`config.mk`:
```
export PLATFORM = sky130hd
export DESIGN_NAME = osc_window_monitor
export DESIGN_NICKNAME = d
export VERILOG_FILES = /design/src/rtl/osc_mon_pkg.sv /design/src/rtl/osc_sync.sv /design/src/rtl/osc_window_monitor.sv
export SDC_FILE = /design/constraint.sdc
export NUM_CORES = 1
export LEC_CHECK = 0
export CORE_MARGIN = 2
export CORE_UTILIZATION = 54
export DETAILED_ROUTE_END_ITERATION = 16
export GPL_TIMING_DRIVEN = 0
export MAX_ROUTING_LAYER = met4
export PLACE_DENSITY = 0.77
export SETUP_SLACK_MARGIN = 0.2
export SLEW_MARGIN = 25
export SYNTH_ARGS = -nofsm -noshare
export SYNTH_HDL_FRONTEND = slang
export SYNTH_SLANG_ARGS = --single-unit
```
`constraint.sdc`:
```
create_clock -name clk -period 2 [get_ports clk]
set_input_delay 0.5 -clock clk [delete_from_list [all_inputs] [get_ports clk]]
set_output_delay 0.5 -clock clk [all_outputs]
set_load 0.01 [all_outputs]
```
`src/rtl/osc_mon_pkg.sv`:
```
// Shared types and defaults for the oscillation window monitor.
package osc_mon_pkg;

  // Monitor FSM states.
  typedef enum logic [1:0] {
    IDLE   = 2'd0,
    ARM    = 2'd1,
    WINDOW = 2'd2,
    ALARM  = 2'd3
  } state_e;

  // Default parameter values.
  localparam int DEF_SYNC_STAGES = 2;
  localparam int DEF_WIN_LEN     = 16;
  localparam int DEF_THRESH      = 4;
  localparam int DEF_CNT_W       = 5;

  // Width needed to count 0..n-1, never narrower than one bit.
  function automatic int win_cnt_width(input int n);
    return (n <= 2) ? 1 : $clog2(n);
  endfunction

endpackage

```
`src/rtl/osc_sync.sv`:
```
// Single-bit multi-flop synchroniser for an asynchronous input.
module osc_sync #(
  parameter int SYNC_STAGES = 2
) (
  input  logic clk,
  input  logic rst_n,
  input  logic d_i,
  output logic q_o
);

  logic [SYNC_STAGES-1:0] sync_q;

  genvar gi;
  generate
    for (gi = 0; gi < SYNC_STAGES; gi++) begin : g_stage
      // Each stage samples the previous one; stage 0 samples the raw input.
      if (gi == 0) begin : g_first
        always_ff @(posedge clk) begin
          if (!rst_n) sync_q[gi] <= 1'b0;
          else        sync_q[gi] <= d_i;
        end
      end else begin : g_rest
        always_ff @(posedge clk) begin
          if (!rst_n) sync_q[gi] <= 1'b0;
          else        sync_q[gi] <= sync_q[gi-1];
        end
      end
    end
  endgenerate

  assign q_o = sync_q[SYNC_STAGES-1];

endmodule

```
`src/rtl/osc_window_monitor.sv`:
```
// Counts toggles of a synchronised loop net over fixed windows and raises a
// sticky alarm when a window is too busy or the loop's OscFlag was seen.
module osc_window_monitor
  import osc_mon_pkg::*;
#(
  parameter int SYNC_STAGES = DEF_SYNC_STAGES,
  parameter int WIN_LEN     = DEF_WIN_LEN,
  parameter int THRESH      = DEF_THRESH,
  parameter int CNT_W       = DEF_CNT_W
) (
  input  logic             clk,
  input  logic             rst_n,
  input  logic             en_i,
  input  logic             clr_i,
  input  logic             sense_i,
  input  logic             osc_flag_i,
  output logic             osc_alarm_o,
  output logic             win_done_o,
  output logic [CNT_W-1:0] last_toggles_o,
  output logic             busy_o
);

  localparam int WIN_W = win_cnt_width(WIN_LEN);

  localparam logic [CNT_W-1:0] CNT_MAX  = '1;
  localparam logic [CNT_W-1:0] CNT_ONE  = 1;
  localparam logic [CNT_W-1:0] CNT_THR  = THRESH[CNT_W-1:0];
  localparam logic [WIN_W-1:0] WIN_ONE  = 1;
  localparam logic [WIN_W-1:0] WIN_LAST = WIN_W'(WIN_LEN - 1);

  logic             s_sense;
  logic             s_flag;

  state_e           state_q;
  logic             prev_q;
  logic [CNT_W-1:0] tog_cnt_q;
  logic [WIN_W-1:0] win_cnt_q;
  logic             flag_seen_q;
  logic             alarm_q;
  logic             win_done_q;
  logic [CNT_W-1:0] last_tog_q;

  logic             toggle;
  logic [CNT_W-1:0] tog_cnt_d;
  logic             flag_seen_d;
  logic             win_last;
  logic             window_hit;

  osc_sync #(.SYNC_STAGES(SYNC_STAGES)) u_sync_sense (
    .clk   (clk),
    .rst_n (rst_n),
    .d_i   (sense_i),
    .q_o   (s_sense)
  );

  osc_sync #(.SYNC_STAGES(SYNC_STAGES)) u_sync_flag (
    .clk   (clk),
    .rst_n (rst_n),
    .d_i   (osc_flag_i),
    .q_o   (s_flag)
  );

  // Per-cycle window arithmetic: toggle detect, saturating count, flag OR.
  always_comb begin
    toggle      = s_sense ^ prev_q;
    tog_cnt_d   = tog_cnt_q;
    if (toggle && (tog_cnt_q != CNT_MAX)) begin
      tog_cnt_d = tog_cnt_q + CNT_ONE;
    end
    flag_seen_d = flag_seen_q | s_flag;
    win_last    = (win_cnt_q == WIN_LAST);
    window_hit  = (tog_cnt_d >= CNT_THR) || flag_seen_d;
  end

  // Monitor FSM with all outputs registered.
  always_ff @(posedge clk) begin
    if (!rst_n) begin
      state_q     <= IDLE;
      prev_q      <= 1'b0;
      tog_cnt_q   <= '0;
      win_cnt_q   <= '0;
      flag_seen_q <= 1'b0;
      alarm_q     <= 1'b0;
      win_done_q  <= 1'b0;
      last_tog_q  <= '0;
    end else begin
      // prev tracks the synchronised net every cycle; in ARM this is the
      // baseline, so the first window cycle only sees genuine changes.
      prev_q     <= s_sense;
      win_done_q <= 1'b0;

      case (state_q)
        IDLE: begin
          tog_cnt_q   <= '0;
          win_cnt_q   <= '0;
          flag_seen_q <= 1'b0;
          if (en_i) state_q <= ARM;
        end

        ARM: begin
          tog_cnt_q   <= '0;
          win_cnt_q   <= '0;
          flag_seen_q <= 1'b0;
          state_q     <= en_i ? WINDOW : IDLE;
        end

        WINDOW: begin
          if (!en_i) begin
            // Partial window is dropped silently.
            tog_cnt_q   <= '0;
            win_cnt_q   <= '0;
            flag_seen_q <= 1'b0;
            state_q     <= IDLE;
          end else begin
            tog_cnt_q   <= tog_cnt_d;
            flag_seen_q <= flag_seen_d;
            win_cnt_q   <= win_cnt_q + WIN_ONE;
            if (win_last) begin
              win_done_q <= 1'b1;
              last_tog_q <= tog_cnt_d;
              // A clear arriving on the same edge suppresses the alarm.
              if (window_hit && !clr_i) begin
                alarm_q <= 1'b1;
                state_q <= ALARM;
              end else begin
                state_q <= ARM;
              end
            end
          end
        end

        ALARM: begin
          if (clr_i) begin
            alarm_q <= 1'b0;
            state_q <= en_i ? ARM : IDLE;
          end
        end

        default: state_q <= IDLE;
      endcase
    end
  end

  assign osc_alarm_o    = alarm_q;
  assign win_done_o     = win_done_q;
  assign last_toggles_o = last_tog_q;
  assign busy_o         = (state_q == ARM) || (state_q == WINDOW);

endmodule

```
==> results_tabular.tex, run 1 <==
\begin{tabular}{lr}
\hline
Metric & Value \\
\hline
\multicolumn{2}{l}{\textbf{Placement}} \\
DP Area & 1350 um2 \\
Count of input and output buffers & 13 \\
Detailed placer's ending HPWL & 1660 um \\
Final weighted congestion of routability-driven global placement & 0.806 \\
Count of placed standard cells including taps & 171 \\
\multicolumn{2}{l}{\textbf{Worst setup path}} \\
Slowest stage delay, CP & 0.38 ns \\
FF-to-FF End & state\_q[1] \\
Worst Setup SP & tog\_cnt\_q[1] \\
Buf/Inv on CP & 2 \\
Req. time, crit path & 2.25 ns \\
Data arrival time of the critical path & 2.09 ns \\
Worst Path Max Fanout & 2 \\
Crit-path leading delay family & compound AO/OA/AOI/OAI gates \\
Endpoint kind of the worst setup timing path & flip-flop \\
Nature of the critical path startpoint & flip-flop \\
Length in cells of the worst reg-to-reg path & 8 \\
Worst-path cell with the longest stage delay & sky130\_fd\_sc\_hd\_\_dfxtp\_4 \\
Cell-by-cell listing of the critical path & ha\_4 -> and3\_4 -> ha\_4 -> inv\_2 -> o311a\_1 -> buf\_4 -> a311o\_1 -> nand3\_1 \\
R2R setup slack & 0.17 ns \\
Most numerous cell on the critical path & sky130\_fd\_sc\_hd\_\_ha\_4 \\
Crit Path Class & reg2reg \\
Reg2reg start & tog\_cnt\_q[1] \\
\multicolumn{2}{l}{\textbf{Power and ir drop}} \\
Proportion of total power due to net switching & 23.8\% \\
Combinational share of power & 10.9\% \\
Internal Power & 0.596 mW \\
Pwr Density & 530 nW/um2 \\
Switch Pwr & 0.186 mW \\
Total design power & 0.782 mW \\
Sequential Power Share & 62.7\% \\
Worst IR Drop VDD & 0.000472 V \\
Static leakage & 0.593 nW \\
Share of total power in the clock network & 26.4\% \\
\multicolumn{2}{l}{\textbf{Finish}} \\
Cell Count, Final, Fillers Out & 180 \\
Finished Core Util & 73.0\% \\
Layout cell share with drive strength beyond 1 & 19.6\% \\
ANT cells & 0 \\
Area delta synth->final & 24.6\% \\
Number of fill cells & 156 \\
Final instance area & 1480 um2 \\
Final-stage net count & 169 \\
\multicolumn{2}{l}{\textbf{Route}} \\
Post-DRT Antenna Nets & 0 \\
First-pass iteration count of the detailed router & 4 \\
Vias per cell & 5.81 \\
Number of remaining DRC errors & 0 \\
Final WL & 2450 um \\
Vias & 1045 \\
Iteration-0 DRC count of the detailed router & 14 \\
Post-DR wirelength/cell & 13.6 um \\
\multicolumn{2}{l}{\textbf{Clocking}} \\
Clock input transition at the sequential cells of the worst setup and hold paths & 0.12 ns \\
TritonCTS clock tree & built \\
Source-to-sink clock delay at the later pin of the worst-skew pair & 0.31 ns \\
CTS sink cnt & 24 \\
Root Buffer & sky130\_fd\_sc\_hd\_\_clkbuf\_4 \\
Clock buffers created by TritonCTS & 3 \\
Maximum number of buffers from clock root to sink & 2 \\
H-tree levels & 1 \\
Hold buffers post-CTS & 0 \\
\multicolumn{2}{l}{\textbf{Logic synthesis}} \\
Count of state elements after synthesis & 24 \\
Post-Synthesis Net Count & 145 \\
Synthesized area & 1180 um2 \\
Syn. warnings & 0 \\
Mean instance size in the synthesized netlist & 9.04 um2 \\
Share of the yosys chip area belonging to registers & 40.5\% \\
Count of cell types in the netlist & 31 \\
Cell count after synthesis & 131 \\
\multicolumn{2}{l}{\textbf{Timing}} \\
Count of pins over their slew limit & 0 \\
Layout Skew & 0.00249 ns \\
Hold Violations, Final & 0 \\
RSZ-0062 raised after global routing & yes \\
Measured slew at the worst slew-check pin & 0.434 ns \\
Setup Viol. Count Final & 0 \\
Summed negative setup slack over all endpoints & 0 ns \\
Period utilisation layout & 91.7\% \\
Highest Clock Rate & 0.545 GHz \\
Headroom to the max-slew limit & 70.9\% \\
Clock period minus final worst setup slack & 1.83 ns \\
\multicolumn{2}{l}{\textbf{Hold path}} \\
Endpoint with the worst hold slack & u\_sync\_flag.q\_o \\
Hold Startpoint & u\_sync\_flag.sync\_q[0] \\
Class of the tightest hold or removal check & reg2reg \\
Worst hold path stage count & 1 \\
\multicolumn{2}{l}{\textbf{Floorplanning}} \\
Number of top-level pins & 14 \\
Count of standard-cell rows & 16 \\
Die Footprint & 2580 um2 \\
Die Y-Extent & 50.8 um \\
Chip Width & 50.8 um \\
Starting density of the core & 58.6\% \\
Total core area & 2020 um2 \\
\multicolumn{2}{l}{\textbf{GRT}} \\
Antenna violations before repair & 0 \\
Total grt overflow & 0 \\
Via count of the first global-routing pass & 988 \\
Total global routing track utilization & 22.7\% \\
Global-route wire length before repair & 4310 um \\
Pin count of the biggest net entering global routing & 13 \\
\multicolumn{2}{l}{\textbf{Status}} \\
Run status & finished clean \\
\multicolumn{2}{l}{\textbf{Flow run}} \\
Number of maximum-capacitance violations & 0 \\
\hline
\end{tabular}
==> metal layers <==
metal  GRT usage, %  wire length [um]
met1           27.4              1080
met3           3.51                72
met2           37.3              1220
met5              -                 0
met4           11.3                70
==> cell usage after synthesis <==
cell type | number | area share, %
sky130_fd_sc_hd__a21boi_2 | 1 | 0.95
sky130_fd_sc_hd__nor2b_1 | 4 | 2.1
sky130_fd_sc_hd__a21boi_0 | 3 | 1.9
sky130_fd_sc_hd__and2_2 | 1 | 0.63
sky130_fd_sc_hd__xnor2_2 | 1 | 1.4
sky130_fd_sc_hd__a21oi_1 | 4 | 1.7
sky130_fd_sc_hd__nor3b_1 | 1 | 0.63
sky130_fd_sc_hd__o21ai_0 | 10 | 4.2
sky130_fd_sc_hd__dfxtp_1 | 24 | 41
sky130_fd_sc_hd__nor2_1 | 7 | 2.2
sky130_fd_sc_hd__nand4_1 | 2 | 1.1
sky130_fd_sc_hd__o21a_1 | 1 | 0.63
sky130_fd_sc_hd__o311a_1 | 1 | 0.84
sky130_fd_sc_hd__o211a_1 | 5 | 4.2
sky130_fd_sc_hd__nand3_1 | 6 | 2.5
sky130_fd_sc_hd__and2_1 | 9 | 4.8
sky130_fd_sc_hd__xnor2_1 | 3 | 2.2
sky130_fd_sc_hd__o221a_2 | 1 | 0.95
sky130_fd_sc_hd__clkbuf_1 | 6 | 1.9
sky130_fd_sc_hd__nor3_4 | 1 | 1.4
sky130_fd_sc_hd__a32oi_1 | 2 | 1.5
sky130_fd_sc_hd__ha_1 | 8 | 8.4
sky130_fd_sc_hd__inv_1 | 7 | 2.2
sky130_fd_sc_hd__a311o_1 | 2 | 1.7
sky130_fd_sc_hd__nand3b_1 | 2 | 1.3
sky130_fd_sc_hd__nand2_1 | 11 | 3.5
sky130_fd_sc_hd__a31oi_1 | 1 | 0.53
sky130_fd_sc_hd__nor3_1 | 3 | 1.3
sky130_fd_sc_hd__nor3b_2 | 1 | 1.1
sky130_fd_sc_hd__o31ai_1 | 2 | 1.3
sky130_fd_sc_hd__and3_1 | 1 | 0.53
==> final cells by class <==
class | instances | area, um2 | area share (%)
multi-input combinational | 94 | 706 | 47.8
buffer | 6 | 25.0 | 1.69
tap | 27 | 33.8 | 2.29
timing repair buffer | 19 | 170 | 11.5
clock buffer | 3 | 22.5 | 1.53
sequential | 24 | 493 | 33.4
inverter | 7 | 26.3 | 1.78
==> power groups by stage <==
stage | clock network, mW | logic (mW) | registers [mW]
3_5_place_dp | 0 | 0.0746 | 0.504
4_1_cts | 0.212 | 0.0754 | 0.491
2_1_floorplan | 0 | 0.0465 | 0.502
3_3_place_gp | 0 | 0.0723 | 0.503
5_1_grt | 0.228 | 0.0965 | 0.492
6_report | 0.206 | 0.0855 | 0.490
==> cells by family after synthesis <==
family | count (synthesis) | share of synthesized area (%)
buf+inv | 13 | 4.12
xor+xnor | 4 | 3.59
simple gates | 49 | 22.9
fa+ha+maj | 8 | 8.45
flops | 24 | 40.5
compound gates | 33 | 20.4
==> cells in the final DEF (no fill, tap or decap), types with 5 or more instances in the layout <==
cell / instances
sky130_fd_sc_hd__nand3_1: 6
sky130_fd_sc_hd__clkdlybuf4s50_1: 12
sky130_fd_sc_hd__nor2_1: 5
sky130_fd_sc_hd__o211a_1: 5
sky130_fd_sc_hd__inv_1: 6
sky130_fd_sc_hd__nand2_1: 11
sky130_fd_sc_hd__o21ai_0: 8
sky130_fd_sc_hd__buf_4: 6
sky130_fd_sc_hd__and2_1: 9
sky130_fd_sc_hd__dfxtp_1: 20
sky130_fd_sc_hd__ha_1: 6
==> per-stage QoR <==
step                      hold WS (ns)  worst slack, ns
after floorplan                  0.412            0.203
after global placement           0.415           -0.119
after detailed placement         0.431           -0.166
after CTS                        0.463            0.117
after global routing             0.486            0.105
final                            0.459            0.166
==> flip-flops by register name, indices dropped and copies added (netlist names), 2 cells and up <==
name and cells:
tog_cnt_q 5, last_toggles_o 5, win_cnt_q 4, state_q 2
==> worst max path at each step <==
stage,to,slack [ns],cells past startpoint
floorplan,osc_alarm_o,0.20,7
global placement,win_cnt_q[3],-0.12,7
detailed placement,win_cnt_q[3],-0.17,7
CTS,osc_alarm_o,0.12,7
global route,state_q[1],0.10,8
finish,state_q[1],0.17,8
==> repair_timing <==
| action | CTS | global route |
|---|---|---|
| setup endpoints to repair | 8 | 14 |
| pin swaps | 6 | 3 |
| buffers inserted | 4 | 2 |
| gates resized for setup | 15 | 10 |
Note: power is estimated with default switching activity, not from simulation.
==> run 2: changes to the inputs <==
--- a/config.mk
+++ b/config.mk
@@ -5,6 +5,7 @@
 export SDC_FILE = /design/constraint.sdc
 export NUM_CORES = 1
 export LEC_CHECK = 0
+export CORE_ASPECT_RATIO = 1.5
 export CORE_MARGIN = 2
 export CORE_UTILIZATION = 54
 export DETAILED_ROUTE_END_ITERATION = 16
==> results_tabular.tex, run 2 (synthesized netlist as in run 1, its figures left out) <==
\begin{tabular}{lr}
\hline
Metric & Value \\
\hline
\multicolumn{2}{l}{\textbf{Status}} \\
Run status & finished clean \\
\multicolumn{2}{l}{\textbf{Timing}} \\
Final Hold Slack & 0.448 ns \\
Count of pins over their slew limit & 0 \\
Highest Clock Rate & 0.537 GHz \\
Layout Skew & 0.0113 ns \\
Period utilisation layout & 93.1\% \\
Headroom to the max-slew limit & 69.3\% \\
Clock period minus final worst setup slack & 1.86 ns \\
Hold Violations, Final & 0 \\
Measured slew at the worst slew-check pin & 0.461 ns \\
Setup Viol. Count Final & 0 \\
RSZ-0062 raised after global routing & yes \\
\multicolumn{2}{l}{\textbf{Clocking}} \\
Maximum number of buffers from clock root to sink & 2 \\
Clock input transition at the sequential cells of the worst setup and hold paths & 0.13 ns \\
CTS sink cnt & 24 \\
Source-to-sink clock delay at the later pin of the worst-skew pair & 0.32 ns \\
Root Buffer & sky130\_fd\_sc\_hd\_\_clkbuf\_4 \\
Clock buffers created by TritonCTS & 3 \\
H-tree levels & 1 \\
TritonCTS clock tree & built \\
Hold buffers post-CTS & 0 \\
\multicolumn{2}{l}{\textbf{Finish}} \\
Most frequent cells in the layout & sky130\_fd\_sc\_hd\_\_dfxtp\_1 (20), sky130\_fd\_sc\_hd\_\_clkdlybuf4s50\_1 (12), sky130\_fd\_sc\_hd\_\_nand2\_1 (11) \\
Final-stage net count & 167 \\
Layout cell share with drive strength beyond 1 & 20.5\% \\
Most common cell after layout, fill and taps aside & sky130\_fd\_sc\_hd\_\_dfxtp\_1 \\
Area delta synth->final & 24.2\% \\
Cell Count, Final, Fillers Out & 173 \\
Final instance area & 1470 um2 \\
Number of fill cells & 160 \\
ANT cells & 0 \\
\multicolumn{2}{l}{\textbf{GRT}} \\
Global-route wire length before repair & 4490 um \\
Pin count of the biggest net entering global routing & 13 \\
Total global routing track utilization & 24.0\% \\
Antenna violations before repair & 0 \\
Total grt overflow & 0 \\
Via count of the first global-routing pass & 1029 \\
\multicolumn{2}{l}{\textbf{Floorplanning}} \\
Die Footprint & 2590 um2 \\
Number of top-level pins & 14 \\
Starting density of the core & 57.7\% \\
Die Y-Extent & 61.4 um \\
Total core area & 2050 um2 \\
Count of standard-cell rows & 20 \\
Chip Width & 42.2 um \\
\multicolumn{2}{l}{\textbf{Power and ir drop}} \\
Worst IR Drop VDD & 0.000463 V \\
Switch Pwr & 0.195 mW \\
Combinational share of power & 10.3\% \\
Pwr Density & 534 nW/um2 \\
Sequential Power Share & 62.3\% \\
Share of total power in the clock network & 27.5\% \\
Static leakage & 0.588 nW \\
Internal Power & 0.591 mW \\
Proportion of total power due to net switching & 24.8\% \\
\multicolumn{2}{l}{\textbf{Route}} \\
Iteration-0 DRC count of the detailed router & 24 \\
Number of remaining DRC errors & 0 \\
Final WL & 2620 um \\
Vias per cell & 5.91 \\
Post-DRT Antenna Nets & 0 \\
Post-DR wirelength/cell & 15.1 um \\
Vias & 1023 \\
First-pass iteration count of the detailed router & 4 \\
\multicolumn{2}{l}{\textbf{Worst setup path}} \\
Worst Path Max Fanout & 2 \\
Slowest stage delay, CP & 0.38 ns \\
Most numerous cell on the critical path & sky130\_fd\_sc\_hd\_\_ha\_4 \\
Crit Path Class & reg2reg \\
Data arrival time of the critical path & 2.14 ns \\
Req. time, crit path & 2.27 ns \\
Cell-by-cell listing of the critical path & ha\_4 -> and3\_4 -> ha\_4 -> inv\_2 -> o311a\_1 -> buf\_4 -> a311o\_1 -> nand3\_1 \\
Endpoint kind of the worst setup timing path & flip-flop \\
Worst-path cell with the longest stage delay & sky130\_fd\_sc\_hd\_\_dfxtp\_4 \\
Nature of the critical path startpoint & flip-flop \\
\multicolumn{2}{l}{\textbf{Hold path}} \\
Class of the tightest hold or removal check & reg2reg \\
\multicolumn{2}{l}{\textbf{Placement}} \\
DP Area & 1350 um2 \\
Count of placed standard cells including taps & 166 \\
Count of input and output buffers & 13 \\
Final weighted congestion of routability-driven global placement & 0.799 \\
Detailed placer's ending HPWL & 1770 um \\
\multicolumn{2}{l}{\textbf{Flow run}} \\
Number of maximum-capacitance violations & 0 \\
\hline
\end{tabular}
run 2: power groups by stage:
stage | Combinational [mW] | Sequential (mW) | Clock, mW
2_1_floorplan | 0.0465 | 0.502 | 0
3_3_place_gp | 0.0729 | 0.503 | 0
3_5_place_dp | 0.0753 | 0.503 | 0
4_1_cts | 0.0742 | 0.490 | 0.213
5_1_grt | 0.0909 | 0.491 | 0.234
6_report | 0.0806 | 0.490 | 0.216
run 2: routing by layer:
metal / global-route usage (%) / wire [um] / up-vias
li1: - / - / 506
met1: 26.0 / 1140 / 494
met2: 41.3 / 1360 / 17
met3: 4.11 / 51 / 6
met4: 14.3 / 68 / 0
met5: - / 0 / -
run 2: timing repair:
action,CTS,global route
resized for setup,15,15
buffers inserted,3,1
endpoints found under the setup margin,11,15
pin swaps,6,2
run 2: per-stage QoR:
| step | setup slack [ns] | power (mW) | setup TNS (ns) | util [%] |
|---|---|---|---|---|
| after detailed placement | -0.212 | 0.579 | -0.607 | 65.5 |
| after CTS | 0.0956 | 0.777 | 0 | 70.1 |
| final | 0.137 | 0.786 | 0 | 71.7 |
| after global placement | -0.138 | 0.576 | -0.379 | 65.5 |
| after global routing | 0.0842 | 0.816 | 0 | 71.7 |
| after floorplan | 0.203 | 0.549 | 0 | - |
run 2: path summary, 6_finish.rpt:
check                                       startpoint                to  slack (ns)  cells past startpoint
worst min-delay path            u_sync_sense.sync_q[0]  u_sync_sense.q_o        0.45                      1
worst max-delay path                      tog_cnt_q[0]        state_q[1]        0.14                      8
worst min register to register  u_sync_sense.sync_q[0]  u_sync_sense.q_o        0.45                      1
worst max register to register            tog_cnt_q[0]        state_q[1]        0.14                      8
run 2: critical path: cells and delay by family, from the launching register on:
family	cells	cell delay, ns
simple gates	2	0.25
compound gates	2	0.60
fa+ha+maj	2	0.41
flops	1	0.38
buf+inv	2	0.16
run 2: cell type report:
class	count	area, um2	share of cell area, %
Timing Repair Buffer	17	155	10.5
Tap cell	22	27.5	1.87
Clock buffer	3	22.5	1.53
Multi-Input combinational cell	94	718	48.8
Inverter	7	26.3	1.79
Buffer	6	26.3	1.79
Sequential cell	24	495	33.7
==> run 3: changes to the inputs <==
--- a/config.mk
+++ b/config.mk
@@ -5,13 +5,15 @@
 export SDC_FILE = /design/constraint.sdc
 export NUM_CORES = 1
 export LEC_CHECK = 0
+export CAP_MARGIN = 25
 export CORE_ASPECT_RATIO = 1.5
 export CORE_MARGIN = 2
-export CORE_UTILIZATION = 54
+export CORE_UTILIZATION = 60
 export DETAILED_ROUTE_END_ITERATION = 16
+export DONT_BUFFER_PORTS = 1
 export GPL_TIMING_DRIVEN = 0
 export MAX_ROUTING_LAYER = met4
-export PLACE_DENSITY = 0.77
+export PLACE_DENSITY = 0.76
 export SETUP_SLACK_MARGIN = 0.2
 export SLEW_MARGIN = 25
 export SYNTH_ARGS = -nofsm -noshare
==> results_tabular.tex, run 3 (synthesized netlist as in run 1, its figures left out) <==
\begin{tabular}{lr}
\hline
Metric & Value \\
\hline
\multicolumn{2}{l}{\textbf{Worst setup path}} \\
R2R setup slack & 0.20 ns \\
Req. time, crit path & 2.28 ns \\
Data arrival time of the critical path & 2.08 ns \\
Crit Path Class & reg2reg \\
Reg2reg start & tog\_cnt\_q[1] \\
Endpoint kind of the worst setup timing path & flip-flop \\
Worst Setup SP & tog\_cnt\_q[1] \\
Worst Path Max Fanout & 4 \\
Length in cells of the worst reg-to-reg path & 7 \\
FF-to-FF End & osc\_alarm\_o \\
Nature of the critical path startpoint & flip-flop \\
End of the critical path & osc\_alarm\_o \\
\multicolumn{2}{l}{\textbf{Floorplanning}} \\
Die Footprint & 2350 um2 \\
Count of standard-cell rows & 19 \\
Chip Width & 40.3 um \\
Starting density of the core & 63.9\% \\
Die Y-Extent & 58.4 um \\
Total core area & 1850 um2 \\
Number of top-level pins & 14 \\
\multicolumn{2}{l}{\textbf{Route}} \\
First-pass iteration count of the detailed router & 4 \\
Vias & 930 \\
Post-DRT Antenna Nets & 0 \\
Vias per cell & 5.92 \\
Post-DR wirelength/cell & 14.4 um \\
Iteration-0 DRC count of the detailed router & 14 \\
Final WL & 2250 um \\
Number of remaining DRC errors & 0 \\
\multicolumn{2}{l}{\textbf{GRT}} \\
Antenna violations before repair & 0 \\
Total global routing track utilization & 23.3\% \\
Global-route wire length before repair & 3710 um \\
Pin count of the biggest net entering global routing & 14 \\
Via count of the first global-routing pass & 908 \\
Total grt overflow & 0 \\
\multicolumn{2}{l}{\textbf{Power and ir drop}} \\
Switch Pwr & 0.191 mW \\
Pwr Density & 613 nW/um2 \\
Total design power & 0.811 mW \\
Proportion of total power due to net switching & 23.5\% \\
Share of total power in the clock network & 32.0\% \\
Sequential Power Share & 60.6\% \\
Static leakage & 0.533 nW \\
Combinational share of power & 7.4\% \\
Worst IR Drop VDD & 0.000596 V \\
Internal Power & 0.620 mW \\
\multicolumn{2}{l}{\textbf{Timing}} \\
Count of pins over their slew limit & 0 \\
RSZ-0062 raised after global routing & yes \\
Hold Violations, Final & 0 \\
Layout Skew & 0.00397 ns \\
Summed negative setup slack over all endpoints & 0 ns \\
Highest Clock Rate & 0.555 GHz \\
Clock period minus final worst setup slack & 1.80 ns \\
Measured slew at the worst slew-check pin & 0.418 ns \\
Period utilisation layout & 90.1\% \\
Headroom to the max-slew limit & 72.1\% \\
Setup Viol. Count Final & 0 \\
\multicolumn{2}{l}{\textbf{Hold path}} \\
Worst hold path stage count & 1 \\
Class of the tightest hold or removal check & in2reg \\
\multicolumn{2}{l}{\textbf{Clocking}} \\
Maximum number of buffers from clock root to sink & 2 \\
TritonCTS clock tree & built \\
CTS sink cnt & 24 \\
H-tree levels & 1 \\
Source-to-sink clock delay at the later pin of the worst-skew pair & 0.33 ns \\
Clock input transition at the sequential cells of the worst setup and hold paths & 0.13 ns \\
Hold buffers post-CTS & 0 \\
Root Buffer & sky130\_fd\_sc\_hd\_\_clkbuf\_4 \\
Clock buffers created by TritonCTS & 3 \\
\multicolumn{2}{l}{\textbf{Finish}} \\
Final-stage net count & 151 \\
Most common cell after layout, fill and taps aside & sky130\_fd\_sc\_hd\_\_dfxtp\_1 \\
ANT cells & 0 \\
Final instance area & 1320 um2 \\
Layout cell share with drive strength beyond 1 & 18.4\% \\
Area delta synth->final & 11.6\% \\
Most frequent cells in the layout & sky130\_fd\_sc\_hd\_\_dfxtp\_1 (22), sky130\_fd\_sc\_hd\_\_nand2\_1 (11), sky130\_fd\_sc\_hd\_\_o21ai\_0 (9), sky130\_fd\_sc\_hd\_\_and2\_1 (9) \\
\multicolumn{2}{l}{\textbf{Placement}} \\
DP Area & 1210 um2 \\
Final weighted congestion of routability-driven global placement & 0.903 \\
Count of input and output buffers & 0 \\
Detailed placer's ending HPWL & 1590 um \\
\multicolumn{2}{l}{\textbf{Flow run}} \\
Number of maximum-capacitance violations & 0 \\
\multicolumn{2}{l}{\textbf{Status}} \\
Run status & finished clean \\
\hline
\end{tabular}
run 3: changes by cell type in the layout (fill, tap and decap cells not counted), moves of 2 or more:
cell	before	now
sky130_fd_sc_hd__buf_4	4	1
sky130_fd_sc_hd__clkdlybuf4s50_1	12	0
sky130_fd_sc_hd__dfxtp_1	20	22
sky130_fd_sc_hd__dfxtp_4	4	1
run 3: area by class of cell:
cell class              instances  area, um2
repair buffers                  1       7.51
fillers                       157        532
inverters                       7       26.3
clock buffers                   4       36.3
well taps                      21       26.3
plain buffers                   6       30.0
multi-input cells              94        711
flip-flops and latches         24        485
run 3: how the worst min path moves through the flow:
stage	startpoint	end
final	osc_flag_i	u_sync_flag.sync_q[0]
after global routing	rst_n	tog_cnt_q[0]
after CTS	osc_flag_i	u_sync_flag.sync_q[0]
after detailed placement	u_sync_flag.sync_q[0]	u_sync_flag.q_o
after global placement	u_sync_flag.sync_q[0]	u_sync_flag.q_o
after floorplan	u_sync_flag.sync_q[0]	u_sync_flag.q_o
run 3: critical path, stage by stage, from the launching register on:
cell	delay [ns]
sky130_fd_sc_hd__dfxtp_2	0.37
sky130_fd_sc_hd__ha_4	0.16
sky130_fd_sc_hd__and3_4	0.18
sky130_fd_sc_hd__ha_4	0.26
sky130_fd_sc_hd__inv_2	0.03
sky130_fd_sc_hd__o311a_1	0.35
sky130_fd_sc_hd__a311o_1	0.29
sky130_fd_sc_hd__a21boi_2	0.11
run 3: through the flow:
stage | utilization [%] | setup slack (ns) | cells | hold slack, ns
after floorplan | - | 0.203 | 131 | 0.412
after global placement | 65.5 | 0.0944 | 152 | 0.413
after detailed placement | 65.5 | 0.0762 | 152 | 0.428
after CTS | 70.2 | 0.196 | 157 | 0.287
after global routing | 71.3 | 0.133 | 157 | 0.300
final | 71.3 | 0.197 | 157 | 0.291
run 3: power groups by stage:
stage / Combinational, mW / Sequential [mW] / Clock, mW
floorplan: 0.0465 / 0.502 / 0
global placement: 0.0559 / 0.503 / 0
detailed placement: 0.0580 / 0.504 / 0
CTS: 0.0592 / 0.492 / 0.264
global route: 0.0692 / 0.493 / 0.271
finish: 0.0597 / 0.492 / 0.259
run 3: timing repair:
item / in CTS / in global routing
endpoints found under the setup margin: 9 / 13
buffers inserted: 1 / 0
pin swaps: 0 / 1
gates resized for setup: 11 / 13
endpoints found under the hold margin: 0 / 0
run 3: per-layer routing:
layer  up-vias  routed length [um]  share of wire [%]  global-route usage (%)
li1        472                   -                  -                       -
met2        18                1170                 52                    37.6
met3         7                  72                3.2                    2.26
met4         0                  73                3.2                    13.8
met1       433                 937                 42                    26.6
met5         -                   0                  0                       -
